**config.mk**
```make
export PLATFORM = sky130hd
export DESIGN_NAME = dmem_lsu
export DESIGN_NICKNAME = d
export VERILOG_FILES = /design/src/rtl/dmem_lsu.sv
export SDC_FILE = /design/constraint.sdc
export NUM_CORES = 1
export LEC_CHECK = 0
export CAP_MARGIN = 5
export CORE_MARGIN = 1
export CORE_UTILIZATION = 40
export DETAILED_ROUTE_END_ITERATION = 10
export PLACE_DENSITY = 0.73
export SYNTH_ARGS = -nofsm -noshare
export SYNTH_HDL_FRONTEND = slang
export SYNTH_SLANG_ARGS = --single-unit
```
**constraint.sdc**
```tcl
create_clock -name clk -period 2.1 [get_ports clk]
set_input_delay 0.21 -clock clk [delete_from_list [all_inputs] [get_ports clk]]
set_output_delay 0.21 -clock clk [all_outputs]
set_load 0.05 [all_outputs]
```
**src/rtl/dmem_lsu.sv**
```systemverilog
// MEM-stage load/store unit: one req/ack memory transaction per load/store,
// load-data alignment, extension select for the mask stage and pipeline stall.
module dmem_lsu #(
  parameter int unsigned TIMEOUT_CYCLES = 255
) (
  input  logic        clk,
  input  logic        rst_n,
  input  logic        in_valid,
  input  logic        in_load,
  input  logic        in_store,
  input  logic [2:0]  in_funct3,
  input  logic [31:0] in_addr,
  input  logic [31:0] in_wdata,
  output logic        dmem_req,
  output logic        dmem_we,
  output logic [31:0] dmem_addr,
  output logic [3:0]  dmem_be,
  output logic [31:0] dmem_wdata,
  input  logic        dmem_ack,
  input  logic [31:0] dmem_rdata,
  output logic        stall,
  output logic        out_valid,
  output logic [31:0] load_data,
  output logic [2:0]  mask_sel,
  output logic [1:0]  err
);

  typedef enum logic [1:0] {IDLE = 2'd0, REQ = 2'd1, RESP = 2'd2} state_t;

  state_t      state_r;
  logic [31:0] cnt_r;
  logic [1:0]  off_r;
  logic [2:0]  f3_r;
  logic        is_load_r;
  logic        op_s;
  logic        legal_s;
  logic        misal_s;

  function automatic logic legal_f(input logic is_load, input logic [2:0] f3);
    logic ok;
    if (is_load) begin
      case (f3)
        3'b000, 3'b001, 3'b010, 3'b100, 3'b101: ok = 1'b1;
        default:                                ok = 1'b0;
      endcase
    end else begin
      case (f3)
        3'b000, 3'b001, 3'b010: ok = 1'b1;
        default:                ok = 1'b0;
      endcase
    end
    return ok;
  endfunction

  function automatic logic [3:0] be_f(input logic is_store, input logic [2:0] f3,
                                      input logic [1:0] off);
    logic [3:0] be;
    if (is_store) begin
      case (f3[1:0])
        2'b00:   be = 4'b0001 << off;
        2'b01:   be = off[1] ? 4'b1100 : 4'b0011;
        default: be = 4'b1111;
      endcase
    end else begin
      be = 4'b1111;
    end
    return be;
  endfunction

  function automatic logic [31:0] wdata_f(input logic is_store, input logic [2:0] f3,
                                          input logic [31:0] wd);
    logic [31:0] d;
    if (is_store) begin
      case (f3[1:0])
        2'b00:   d = {4{wd[7:0]}};
        2'b01:   d = {2{wd[15:0]}};
        default: d = wd;
      endcase
    end else begin
      d = 32'd0;
    end
    return d;
  endfunction

  // funct3 to extension select understood by the mask stage
  function automatic logic [2:0] mask_f(input logic [2:0] f3);
    logic [2:0] m;
    case (f3)
      3'b000:  m = 3'b011;
      3'b001:  m = 3'b001;
      3'b100:  m = 3'b100;
      3'b101:  m = 3'b010;
      default: m = 3'b000;
    endcase
    return m;
  endfunction

  // Decode of the op currently offered by EX/MEM
  always_comb begin
    op_s    = in_valid & (in_load | in_store);
    legal_s = legal_f(in_load, in_funct3);
    misal_s = ((in_funct3[1:0] == 2'b10) & (in_addr[1:0] != 2'b00)) |
              ((in_funct3[1:0] == 2'b01) & in_addr[0]);
  end

  assign stall = (state_r == REQ) | ((state_r == IDLE) & op_s);

  // Transaction FSM with registered memory-side and completion outputs
  always_ff @(posedge clk) begin
    if (!rst_n) begin
      state_r    <= IDLE;
      cnt_r      <= 32'd0;
      off_r      <= 2'b00;
      f3_r       <= 3'b000;
      is_load_r  <= 1'b0;
      dmem_req   <= 1'b0;
      dmem_we    <= 1'b0;
      dmem_addr  <= 32'd0;
      dmem_be    <= 4'b0000;
      dmem_wdata <= 32'd0;
      out_valid  <= 1'b0;
      load_data  <= 32'd0;
      mask_sel   <= 3'b000;
      err        <= 2'b00;
    end else begin
      case (state_r)
        IDLE: begin
          out_valid <= 1'b0;
          load_data <= 32'd0;
          mask_sel  <= 3'b000;
          err       <= 2'b00;
          if (op_s) begin
            off_r     <= in_addr[1:0];
            f3_r      <= in_funct3;
            is_load_r <= in_load;
            if (!legal_s) begin
              state_r   <= RESP;
              out_valid <= 1'b1;
              err       <= 2'b11;
            end else if (misal_s) begin
              state_r   <= RESP;
              out_valid <= 1'b1;
              err       <= 2'b01;
            end else begin
              state_r    <= REQ;
              cnt_r      <= 32'd0;
              dmem_req   <= 1'b1;
              dmem_we    <= in_store;
              dmem_addr  <= {in_addr[31:2], 2'b00};
              dmem_be    <= be_f(in_store, in_funct3, in_addr[1:0]);
              dmem_wdata <= wdata_f(in_store, in_funct3, in_wdata);
            end
          end
        end
        REQ: begin
          // An ack always beats a timeout landing in the same cycle
          if (dmem_ack || ((TIMEOUT_CYCLES != 32'd0) && (cnt_r == TIMEOUT_CYCLES))) begin
            state_r    <= RESP;
            out_valid  <= 1'b1;
            dmem_req   <= 1'b0;
            dmem_we    <= 1'b0;
            dmem_addr  <= 32'd0;
            dmem_be    <= 4'b0000;
            dmem_wdata <= 32'd0;
            if (dmem_ack) begin
              err       <= 2'b00;
              load_data <= is_load_r ? (dmem_rdata >> {off_r, 3'b000}) : 32'd0;
              mask_sel  <= is_load_r ? mask_f(f3_r) : 3'b000;
            end else begin
              err       <= 2'b10;
              load_data <= 32'd0;
              mask_sel  <= 3'b000;
            end
          end else begin
            cnt_r <= cnt_r + 32'd1;
          end
        end
        RESP: begin
          state_r   <= IDLE;
          out_valid <= 1'b0;
          load_data <= 32'd0;
          mask_sel  <= 3'b000;
          err       <= 2'b00;
        end
        default: begin
          state_r  <= IDLE;
          dmem_req <= 1'b0;
        end
      endcase
    end
  end

endmodule

```
==> impl_metrics.tcl, run 1 <==
set metrics [dict create \
    run_status "complete, no violations" \
    critPathTopFamily "buffers and inverters" \
    critPathLaunch "state_r[0]" \
    die_w_um 133 \
    initial_core_util_pct 41.4 \
    boundaryPins 214 \
    yosys-mux-area-fraction_pct 8.19 \
    pin_count_of_the_biggest_net_entering_global_routing 36 \
    avg_vias_per_cell 5.54 \
    cts_root_buffer_type "sky130_fd_sc_hd__clkbuf_16" \
    worst_slew_margin_rel_pct 59.3 \
    number_of_detailed_routing_iterations_run_before_antenna_repair 5 \
    timing.final.crit_period_ns 2.03 \
    finalHoldViolations 0 \
    timing.critical_path.slowest_stage_cell "sky130_fd_sc_hd__dfxtp_1" \
    placed_area_um2 9870 \
    cap_viol_max_count 0 \
    worstMarginPinSlew_ns 0.609 \
    power.static_leakage_nw 4.03 \
    worst_r2r_setup_slack_ns 0.10 \
    total_cts_buffers 17 \
    finalWirelength_mm 21.9 \
    timing.setup.critical_path_class "flip-flop to output port" \
    post_route_cells_drive_above_1_share_pct 16.2 \
    dominantRegCellSynth "sky130_fd_sc_hd__dfxtp_1" \
    fillCellCount 1421 \
    route.vias.total 6989 \
    port_buffers 211 \
    grt_first_pass_wirelength_mm 34.7 \
    timing.critical_path.fanout_max 9 \
    cp_num_buf_inv 3 \
    syn_area_um2 6910 \
    dpl.cell_count 1228 \
    hpwlAfterDp_mm 15.9 \
    synth_compound_area_share_pct 25.0 \
    synth_sequential_area_ratio_pct 42.3 \
    crit_path_start_kind "flip-flop" \
    postSynth.asyncResetShare_pct 0 \
    drtAntennaViolNets 0 \
    worst_r2r_endpoint "cnt_r[4]" \
    synth_edf_count 0 \
    syn_area_per_cell_um2 9.16 \
    detail_route.drc_violations 0 \
    cts_hold_repair.buffers 0 \
    share_of_the_clock_period_used_by_the_worst_path_pct 96.5 \
    max-vdd-ir-drop_v 0.000603 \
    net_count_final 1138 \
    placementRows 47 \
    synthXorXnorAreaFrac_pct 0.127 \
    synthAdderAreaFrac_pct 0.906 \
    antennaDiodeCount 0 \
    postSynthCellCount 754 \
    synth_simple_gate_area_share_pct 18.1 \
    crit_path_end_kind "output port" \
    drtIter0Drc 407 \
    ctsLongestPathBuffers 2 \
    gr-total-overflow 0 \
    path_depth 6 \
    p_per_area_nw_per_um2 688 \
    route.detailed.wl_per_inst_um 17.3 \
    ctsHtreeMaxLevel 4 \
    fp.dieArea_um2 17800 \
    clock_tree_from_tritoncts "done" \
    min_path_type "primary input to flip-flop" \
    clk_lat_worst_skew_ns 0.43 \
    regToRegStartpoint "state_r[1]" \
    clock_skew_ns 0.0115 \
    design_area_um2 10600 \
    largest_family_of_logic_cells_by_synthesized_area "compound AO/OA/AOI/OAI gates" \
    max_clock_freq_mhz 494 \
    report.final.setup_viol 0 \
    drv_slew 0 \
    library_cells_used_by_synthesis 72 \
    fin_cells 1261 \
    antenna_violations_before_repair 0 \
    cts.clk_slew.worst_paths_ns 0.07 \
    ff2ff_path_depth 9 \
    synth-warning-count 0 \
    flow.area_growth_from_synthesis_pct 52.8 \
    cp_slowest_stage_delay_ns 0.33 \
    critical_path_cell_by_cell "inv_1, ha_4, nand2_1, buf_6, nand2_1, buf_12" \
    grt.total_usage_pct 24.5 \
    critical_path.most_common_cell "sky130_fd_sc_hd__nand2_1" \
    core_area_um2 16700 \
    place_congestion 0.878 \
    endpoint_required_time_on_the_critical_path_ns 1.89 \
    die_height_um 133 \
    crit_path_end "stall" \
    cp_data_arrival_time_ns 1.82 \
    number_of_global_route_vias_before_repair 6723 \
    cts.sink_count 146 \
    synth.ff_latch_count 146 \
]
==> synthesized netlist by cell type (15+ instances only) <==
cell,number,share of area (%)
sky130_fd_sc_hd__inv_1,15,0.82
sky130_fd_sc_hd__o2bb2ai_1,20,2.5
sky130_fd_sc_hd__dfxtp_1,146,42
sky130_fd_sc_hd__clkbuf_1,30,1.6
sky130_fd_sc_hd__o21ai_0,43,3.1
sky130_fd_sc_hd__nand4_1,37,3.4
sky130_fd_sc_hd__mux2i_1,52,7.5
sky130_fd_sc_hd__a21oi_1,23,1.7
sky130_fd_sc_hd__a22o_1,46,5.8
sky130_fd_sc_hd__nor2_1,28,1.5
sky130_fd_sc_hd__nand3_1,16,1.2
sky130_fd_sc_hd__nand2_1,88,4.8
==> cells by family (layout without fill, tap and decap cells) <==
logic type      after synthesis  count (layout)
fa+ha+maj                     5               5
xor+xnor                      1               1
other cells                   1               2
compound gates              229             229
buf+inv                      76             362
mux                          56              56
flops                       146             146
simple gates                240             240
==> how the worst min path moves through the flow <==
stage	startpoint	end	slack, ns	cells after the start
after floorplan	in_addr[2]	dmem_addr[2]	0.34	1
after global placement	dmem_we	dmem_we	0.44	1
after detailed placement	dmem_wdata[23]	dmem_wdata[23]	0.45	1
after CTS	rst_n	mask_sel[1]	0.11	3
after global routing	rst_n	mask_sel[2]	0.12	3
final	rst_n	mask_sel[0]	0.12	3
==> placed cells by master (no fill, tap or decap), drive strengths merged, types with 11 or more instances in the layout <==
cell type and n:
o21ai 48, dfxtp 146, nand2 89, nor2b 11
nand4 38, a22o 46, nand3 16, nor3 12
o2bb2ai 20, nor4 12, a31oi 14, nor2 29
clkdlybuf4s50 209, clkbuf 19, mux2i 52, o211ai 12
a21oi 25, inv 21, buf 104
==> per-stage QoR <==
step	setup slack, ns	total power [W]	hold slack (ns)	utilization (%)	setup TNS [ns]
floorplan	0.0901	0.00372	0.335	-	0
global placement	-0.338	0.00436	0.442	59.1	-19.05
detailed placement	-0.373	0.00437	0.446	59.1	-22.52
CTS	0.00226	0.00728	0.112	62.6	0
global route	-0.00162	0.00756	0.121	63.2	-0.00162
finish	0.0743	0.00726	0.120	63.2	0
==> registers in the layout, summed over array words and instances (netlist names), 2 cells and up <==
signal,cells
dmem_wdata,32
f3_r,3
cnt_r,32
dmem_addr,30
off_r,2
load_data,32
mask_sel,3
dmem_be,4
state_r,2
err,2
==> routing by layer <==
metal	global-route usage [%]	vias to the layer above	wire, um
met2	41.5	253	10600
li1	-	3418	-
met3	7.91	30	1760
met5	0	-	0
met4	7.89	0	286
met1	29.4	3288	9210
==> worst reg2reg max path: cells and delay by family, from the launching register on <==
family          cells  cell delay (ns)
buf+inv             5             0.76
compound gates      2             0.46
flops               1             0.38
fa+ha+maj           1             0.20
simple gates        1             0.07
==> where the power goes <==
| part | internal, W | switching [W] | leakage (nW) |
|---|---|---|---|
| clock network | 0.00159 | 0.00131 | 0.267 |
| registers | 0.00284 | 0.0000475 | 1.18 |
| logic | 0.000663 | 0.000811 | 2.58 |
==> area by class of cell <==
| cell class | instances | area [um^2] | share of cell area [%] |
|---|---|---|---|
| inverter | 17 | 63.8 | 0.604 |
| clock buffer | 19 | 443 | 4.20 |
| tap | 220 | 275 | 2.61 |
| clock inverter | 13 | 123 | 1.16 |
| multi-input combinational | 533 | 3720 | 35.2 |
| sequential | 146 | 2920 | 27.7 |
| timing repair buffer | 313 | 3010 | 28.5 |
==> timing repair <==
action                                  in CTS  in global routing
gates resized for setup                      6                 21
endpoints found under the setup margin      52                125
pin swaps                                    2                  6
buffers inserted                             0                  1
(Power assumes the default switching activity.)
==> run 2: changes to the inputs <==
--- a/config.mk
+++ b/config.mk
@@ -8,8 +8,10 @@
 export CAP_MARGIN = 5
 export CORE_MARGIN = 1
 export CORE_UTILIZATION = 40
+export CTS_CLUSTER_DIAMETER = 50
 export DETAILED_ROUTE_END_ITERATION = 10
-export PLACE_DENSITY = 0.73
+export PLACE_DENSITY = 0.7
+export RECOVER_POWER = 25
 export SYNTH_ARGS = -nofsm -noshare
 export SYNTH_HDL_FRONTEND = slang
 export SYNTH_SLANG_ARGS = --single-unit
==> constraint.sdc (replaced) <==
create_clock -name clk -period 2.6 [get_ports clk]
set_input_delay 0.26 -clock clk [delete_from_list [all_inputs] [get_ports clk]]
set_output_delay 0.26 -clock clk [all_outputs]
set_load 0.05 [all_outputs]
==> run 2 against run 1 <==
- global-route usage is essentially flat
- via count shrank 4.3%
- clock skew grew 0.0058 ns
- cell count shrank 4.9%
- worst setup slack gained 0.26 ns
- critical path depth is the same
- non-clock buffer count shrank 62
- combinational power shrank 28%
- routed wire length shrank 3.7%
==> impl_metrics.tcl, run 2 (synthesis results as in run 1) <==
set metrics [dict create \
    run_status "complete, no violations" \
    placementRows 47 \
    p_per_area_nw_per_um2 589 \
    finalHoldViolations 0 \
    clock_tree_from_tritoncts "done" \
    final_util_pct 59.7 \
    drtAntennaViolNets 0 \
    die_w_um 133 \
    report.final.setup_viol 0 \
    place_congestion 0.871 \
    finalWirelength_mm 21.1 \
    endpoint_required_time_on_the_critical_path_ns 2.97 \
    drtIter0Drc 558 \
    route.detailed.wl_per_inst_um 17.6 \
    crit_path_start_kind "flip-flop" \
    mostFrequentLayoutCells "sky130_fd_sc_hd__clkdlybuf4s50_1, sky130_fd_sc_hd__dfxtp_1, sky130_fd_sc_hd__nand2_1" \
    min-delay-start "rst_n" \
    grt_first_pass_wirelength_mm 34.8 \
    port_buffers 211 \
    total_cts_buffers 17 \
    max-vdd-ir-drop_v 0.000508 \
    number_of_global_route_vias_before_repair 6615 \
    critical_path_cell_by_cell "nor4_1, nand4_2, o31a_2, nor2_4, buf_12, a41o_1" \
    cap_viol_max_count 0 \
    crit_path_end_kind "flip-flop" \
    timing.critical_path.slowest_stage_cell "sky130_fd_sc_hd__o31a_2" \
    worst_slew_margin_rel_pct 57.0 \
    antennaDiodeCount 0 \
    net_count_final 1076 \
    number_of_detailed_routing_iterations_run_before_antenna_repair 5 \
    timing.critical_path.fanout_max 21 \
    cts.sink_count 146 \
    share_of_the_clock_period_used_by_the_worst_path_pct 87.2 \
    cts_hold_repair.buffers 0 \
    hold_path_depth 2 \
    postCtsSetupBuffers 0 \
    cp_data_arrival_time_ns 2.64 \
    worst_r2r_endpoint "load_data[2]" \
    fin_cells 1199 \
    clk_lat_worst_skew_ns 0.44 \
    ctsHtreeMaxLevel 4 \
    timing.final.crit_period_ns 2.27 \
    place_worst_setup_slack_ns 0.110 \
    fp.dieArea_um2 17800 \
    avg_vias_per_cell 5.58 \
    cp_slowest_stage_delay_ns 0.55 \
    timing.setup.critical_path_class "flip-flop to flip-flop" \
    core_area_um2 16700 \
    clock_skew_ns 0.0173 \
    flow.area_growth_from_synthesis_pct 44.4 \
    worstMarginPinSlew_ns 0.641 \
    max_clock_freq_mhz 441 \
    initial_core_util_pct 41.4 \
    boundaryPins 214 \
    die_height_um 133 \
    cts_root_buffer_type "sky130_fd_sc_hd__clkbuf_16" \
    drv_slew 0 \
    placed_area_um2 9380 \
    cts.clk_slew.worst_paths_ns 0.07 \
    setup-tns-final_ns 0 \
    post_route_cells_drive_above_1_share_pct 10.0 \
    gr-total-overflow 0 \
    regToRegStartpoint "cnt_r[28]" \
    ctsLongestPathBuffers 2 \
    design_area_um2 9970 \
    power.static_leakage_nw 3.88 \
    post_cts_resize_count 0 \
    hold_path_end "state_r[0]" \
    min_path_type "primary input to flip-flop" \
    pin_count_of_the_biggest_net_entering_global_routing 59 \
    unrepaired_setup_endpoints_after_global_routing "false" \
    antenna_violations_before_repair 0 \
    hpwlAfterDp_mm 14.9 \
    route.vias.total 6690 \
    final_common_cell "sky130_fd_sc_hd__clkdlybuf4s50_1" \
    layout_top_registers "cnt_r x32, dmem_wdata x32, load_data x32" \
    setup_slack_ns 0.332 \
    worst_r2r_setup_slack_ns 0.33 \
    dpl.cell_count 1167 \
    grt.total_usage_pct 24.5 \
    fillCellCount 1488 \
    ff2ff_path_depth 6 \
    detail_route.drc_violations 0 \
]
run 2: through the flow:
step | hold slack (ns) | total power (W)
after global placement | 0.437 | 0.00346
after CTS | 0.230 | 0.00592
after floorplan | 0.385 | 0.00300
after detailed placement | 0.446 | 0.00346
final | 0.231 | 0.00587
after global routing | 0.237 | 0.00609
run 2: power breakdown:
part	total [W]	switching, W	internal (W)
Combinational	0.00106	0.000615	0.000450
Sequential	0.00234	0.0000448	0.00230
Clock	0.00246	0.00110	0.00136
run 2: worst max-delay path by stage:
stage / startpoint / to / slack, ns / depth (start not counted)
global placement: in_addr[1] / cnt_r[7] / 0.18 / 7
CTS: cnt_r[0] / cnt_r[18] / 0.21 / 7
global route: cnt_r[28] / load_data[31] / 0.13 / 6
finish: cnt_r[28] / load_data[2] / 0.33 / 6
floorplan: state_r[1] / load_data[4] / 0.59 / 8
detailed placement: in_funct3[2] / cnt_r[20] / 0.11 / 8
run 2: cell type report:
type / instances / area, um^2 / area share, %
clock buffer: 17 / 425 / 4.27
clock inverter: 15 / 166 / 1.67
inverter: 17 / 63.8 / 0.640
multi-input combinational: 533 / 3630 / 36.4
sequential: 146 / 2920 / 29.3
tap: 220 / 275 / 2.76
timing repair buffer: 251 / 2490 / 25.0
run 2: metal layers:
| layer | part of all wire [%] | routed length (um) | GRT usage [%] |
|---|---|---|---|
| met2 | 46 | 9690 | 38.6 |
| met5 | 0 | 0 | 0 |
| met1 | 44 | 9320 | 31.4 |
| met3 | 8.2 | 1720 | 8.11 |
| met4 | 1.6 | 331 | 8.46 |
run 2: worst max-delay path, delay by kind of cell (launching register included):
kind                   cells  cell delay, ns
buffers and inverters      1            0.19
AO/OA/AOI/OAI              2            0.71
AND/OR/NAND/NOR            3            0.95
flip-flops                 1            0.36
==> run 3: changes to the inputs <==
--- a/config.mk
+++ b/config.mk
@@ -10,7 +10,7 @@
 export CORE_UTILIZATION = 40
 export CTS_CLUSTER_DIAMETER = 50
 export DETAILED_ROUTE_END_ITERATION = 10
-export PLACE_DENSITY = 0.7
+export DONT_BUFFER_PORTS = 1
 export RECOVER_POWER = 25
 export SYNTH_ARGS = -nofsm -noshare
 export SYNTH_HDL_FRONTEND = slang
==> run 3 against run 2 <==
- fmax shrank 5.7%
- clock skew shrank 0.0040 ns
- combinational power shrank 37%
- worst hold slack worse by 0.23 ns
- clock-buffer cell count up 1
- sequential share of layout area up 6.3 points
- clock power about the same
- register-to-register slack got worse by 0.14 ns
==> impl_metrics.tcl, run 3 (synthesis results as in run 1) <==
set metrics [dict create \
    run_status "complete, no violations" \
    grt.total_usage_pct 24.3 \
    cts.clk_slew.worst_paths_ns 0.06 \
    detailroute.wirelength.met2_mm 10.4 \
    layout_top_registers "cnt_r x32, dmem_wdata x32, load_data x32" \
    finalWirelength_mm 21.7 \
    avg_vias_per_cell 6.12 \
    worst_slew_margin_rel_pct 47.7 \
    die_w_um 133 \
    drv_slew 0 \
    net_count_final 902 \
    post_route_cells_drive_above_1_share_pct 10.4 \
    placementRows 47 \
    timing.critical_path.fanout_max 33 \
    setup-tns-final_ns 0 \
    wl_met3_mm 1.80 \
    drtAntennaViolNets 0 \
    clock_skew_ns 0.0133 \
    hpwlAfterDp_mm 14.4 \
    drtIter0Drc 523 \
    top_layer "met4" \
    route.vias.total 6277 \
    cts.sink_count 146 \
    die_height_um 133 \
    finalHoldViolations 0 \
    crit_path_end_kind "flip-flop" \
    ctsHtreeMaxLevel 4 \
    endpoint_required_time_on_the_critical_path_ns 2.89 \
    p_per_area_nw_per_um2 686 \
    power.static_leakage_nw 3.03 \
    report.final.setup_viol 0 \
    place_congestion 0.846 \
    crit_path_start_kind "flip-flop" \
    max-vdd-ir-drop_v 0.000470 \
    mostFrequentLayoutCells "sky130_fd_sc_hd__dfxtp_1, sky130_fd_sc_hd__nand2_1, sky130_fd_sc_hd__mux2i_1" \
    final_util_pct 49.1 \
    detail_route.drc_violations 0 \
    number_of_global_route_vias_before_repair 6215 \
    route.detailed.wl_per_inst_um 21.2 \
    met1Wirelength_mm 9.08 \
    timing.setup.critical_path_class "flip-flop to flip-flop" \
    worstMarginPinSlew_ns 0.782 \
    min_path_type "primary input to flip-flop" \
    port_buffers 0 \
    pin_count_of_the_biggest_net_entering_global_routing 59 \
    timing.final.crit_period_ns 2.40 \
    number_of_detailed_routing_iterations_run_before_antenna_repair 4 \
    share_of_the_clock_period_used_by_the_worst_path_pct 92.5 \
    unrepaired_setup_endpoints_after_global_routing "false" \
    cp_data_arrival_time_ns 2.70 \
    cap_viol_max_count 0 \
    antennaDiodeCount 0 \
    max_clock_freq_mhz 416 \
    flow.area_growth_from_synthesis_pct 18.7 \
    cts_root_buffer_type "sky130_fd_sc_hd__clkbuf_16" \
    gr-total-overflow 0 \
    boundaryPins 214 \
    final_common_cell "sky130_fd_sc_hd__dfxtp_1" \
    fillCellCount 1584 \
    fp.dieArea_um2 17800 \
    ctsLongestPathBuffers 2 \
    antenna_violations_before_repair 0 \
    grt_first_pass_wirelength_mm 34.1 \
    clk_lat_worst_skew_ns 0.42 \
    clock_tree_from_tritoncts "done" \
    initial_core_util_pct 41.4 \
    core_area_um2 16700 \
    total_cts_buffers 17 \
]
==> run 3: repair_timing <==
| action | in CTS | in global routing |
|---|---|---|
| hold buffers | 51 | 0 |
| setup endpoints to repair | 0 | 1 |
| hold endpoints to repair | 69 | 0 |
| setup buffers | 0 | 0 |
| gates resized for setup | 0 | 1 |
==> run 3: final cells by class <==
| class | count | area, um^2 | area share [%] |
|---|---|---|---|
| sequential | 146 | 2920 | 35.6 |
| timing repair buffer | 77 | 716 | 8.73 |
| inverter | 17 | 63.8 | 0.778 |
| clock inverter | 14 | 154 | 1.88 |
| clock buffer | 18 | 439 | 5.35 |
| multi-input combinational | 533 | 3630 | 44.3 |
| tap | 220 | 275 | 3.36 |
==> run 3: per-stage QoR <==
stage / std cells / hold WS [ns] / power (W) / setup WS [ns] / instance area [um^2]
floorplan: 755 / 0.385 / 0.00300 / 0.590 / 6910
global placement: 942 / 0.386 / 0.00311 / 0.262 / 7090
finish: 1025 / 0.00397 / 0.00562 / 0.195 / 8200
detailed placement: 942 / 0.390 / 0.00313 / 0.173 / 7090
CTS: 1025 / 0.000128 / 0.00565 / 0.122 / 8200
global route: 1025 / 0.00499 / 0.00583 / 0.0953 / 8200
==> run 3: final timing paths <==
check	from	to	slack (ns)	cells past startpoint
min	in_funct3[2]	f3_r[2]	0.004	2
max	cnt_r[28]	load_data[17]	0.20	6
min reg2reg	is_load_r	is_load_r	0.49	2
max reg2reg	cnt_r[28]	load_data[17]	0.20	6
==> run 3: critical path, stage by stage (launching register included) <==
cell                        delay (ns)
sky130_fd_sc_hd__dfxtp_1          0.37
sky130_fd_sc_hd__nor4_1           0.44
sky130_fd_sc_hd__nand4_2          0.29
sky130_fd_sc_hd__o31ai_4          0.37
sky130_fd_sc_hd__buf_4            0.42
sky130_fd_sc_hd__a21oi_2          0.20
sky130_fd_sc_hd__o2bb2ai_1        0.17
==> run 3: layer usage <==
metal | up-vias | track usage [%]
li1 | 2936 | -
met1 | 3012 | 30.0
met2 | 300 | 39.5
met3 | 29 | 7.46
met4 | 0 | 9.66
met5 | - | 0
==> run 3: report_power, final <==
part | internal [W] | switching, W
logic | 0.000264 | 0.000401
clock network | 0.00145 | 0.000999
registers | 0.00230 | 0.000211
==> edit (flow settings as in run 1) <==
Make the reset (`rst_n`) asynchronous in one clocked block.
--- a/src/rtl/dmem_lsu.sv
+++ b/src/rtl/dmem_lsu.sv
@@ -106,7 +106,7 @@
   assign stall = (state_r == REQ) | ((state_r == IDLE) & op_s);
 
   // Transaction FSM with registered memory-side and completion outputs
-  always_ff @(posedge clk) begin
+  always_ff @(posedge clk or negedge rst_n) begin
     if (!rst_n) begin
       state_r    <= IDLE;
       cnt_r      <= 32'd0;
Behaviour: differs if rst_n is asserted again (counterexample within 4 cycles, from zero or initial values and one cycle with rst_n low); with rst_n held inactive, the same outputs for 4 cycles.
==> edit against run 1 <==
Worst hold slack better by 240 ps; first-iteration DRC count rose by 1.5%; sequential cell count did not move; final area up 3.0%; synthesized area increased by 4.4%; count of clock-buffer cells in the layout unchanged; global-route usage increased by 0.24 points; routed wire length up 0.20%; synthesized cell count fell by 8.6%; die area rose by 4.3%; setup slack worse by 4.2 ps.
Power is not compared: it rests on default switching activity, and its combinational part moved more than twofold at a synthesized area within 25%.
==> edit: results (changes against run 1) <==
metric,value,unit,change
WL/cell,18.23,µm,+5.1%
"top cells by area, synth","sky130_fd_sc_hd__dfrtp_1 51%, sky130_fd_sc_hd__a22o_1 7.3%, sky130_fd_sc_hd__mux2i_1 5.6%",,
Worst path slowest cell,sky130_fd_sc_hd__dfrtp_1,,
adder and majority gate portion of the synthesized area,0.008676,,-0.0003803
number of library cell types mapped by synthesis,57,,-21%
"critical path fanouts, max",6,,-3
number of design-rule violations left by the first detailed-router iteration,413,,+1.5%
RD Place Congestion,0.8548,,-2.7%
total wirelength of the detailed-routed design,21.91,mm,+0.20%
post-DR vias/cell,5.601,,+1.1%
pre-CTS worst setup slack,-246.2,ps,+127.2 ps
type of the tightest min-delay check,in -> async,,
DP Area,0.01020,mm²,+3.3%
status,"complete, no violations",,
multiplexer area fraction after synthesis,0.06646,,-0.01541
peak per-stage delay on the critical path,420,ps,+90 ps
share of the yosys chip area belonging to registers,0.5067,,+0.08357
Max H-tree Level,4,,unchanged
global-route wire length before repair,35.33,mm,+1.9%
final setup skew,15.18,ps,+3.675 ps
proportion of layout cells with a drive suffix above 1,0.1535,,-0.008813
final hold slack,356.9,ps,+236.6 ps
clock buffers created by TritonCTS,17,,unchanged
Cell Count Post-Placement,1167,,-5.0%
Synth Area in Compound Gates,0.2233,,-0.02681
worst relative slew slack,0.3347,,-0.2584
all-layer global routing usage,0.2478,,+0.002394
commonest cells in the netlist,"146 x sky130_fd_sc_hd__dfrtp_1, 70 x sky130_fd_sc_hd__nand2_1, 60 x sky130_fd_sc_hd__a22o_1",,
post-synthesis async set-or-reset flop share,1.000,,+1.000
synthesized netlist cell count,689,,-8.6%
largest net degree at the start of global routing,66,,+83%
"reg-to-reg slack, setup",70,ps,-30 ps
post-synthesis xor/xnor area fraction,0.001215,,-0.00005324
nets,1074,,-5.6%
DPL Wire Length,15.89,mm,+0.23%
CTS Root Buffer Type,sky130_fd_sc_hd__clkbuf_16,,
Max Clk Rate,492.6,MHz,-0.21%
number of global-route vias before repair,6690,,-0.49%
-- edit: cell types whose count changed after synthesis, sizes merged, moves of 10 or more --
cell / before / now
dfrtp: 0 / 146
nand4: 38 / 18
nand2: 89 / 70
dfxtp: 146 / 0
and3: 5 / 15
a22o: 46 / 60
mux2i: 52 / 40
nor2: 29 / 13
a21oi: 25 / 9
nand3: 16 / 32
a21o: 1 / 23
-- edit: cell type report --
cell class,instances,area [µm²]
fill,1431,6604
sequential,146,3654
multi-input combinational,485,3334
timing repair buffer,305,2952
clock buffer,19,442.9
tap,225,281.5
clock inverter,13,171.4
inverter,9,37.54
-- edit: worst paths after layout --
kind	startpoint	to	cells after the start
min in group clk	in_addr[22]	dmem_addr[22]	2
max	state_r[0]	stall	6
min reg2reg	load_data[31]	load_data[31]	1
min	rst_n	load_data[13]	2
max in group asynchronous	rst_n	dmem_wdata[26]	3
max reg2reg	cnt_r[0]	cnt_r[8]	6
-- edit: power breakdown --
part	total (µW)	switching [µW]	internal [µW]
Combinational	6760	4220	2540
Sequential	4070	510	3560
Clock	3180	1260	1920
Total	14000	5990	8020
-- edit: metal layers --
metal / wire length (µm) / vias up / track usage
met5: 0 / - / 0
li1: - / 3171 / -
met1: 9559 / 3261 / 0.3248
met4: 374 / 0 / 0.07654
met2: 10230 / 276 / 0.3914
met3: 1748 / 25 / 0.07494
-- edit: repair_timing --
| item | in CTS | in global routing |
|---|---|---|
| hold buffers | 1 | 0 |
| hold endpoints to repair | 59 | 0 |
| pin swaps | 0 | 2 |
| endpoints found under the setup margin | 1 | 111 |
| buffers inserted | 0 | 2 |
| gates resized for setup | 1 | 10 |
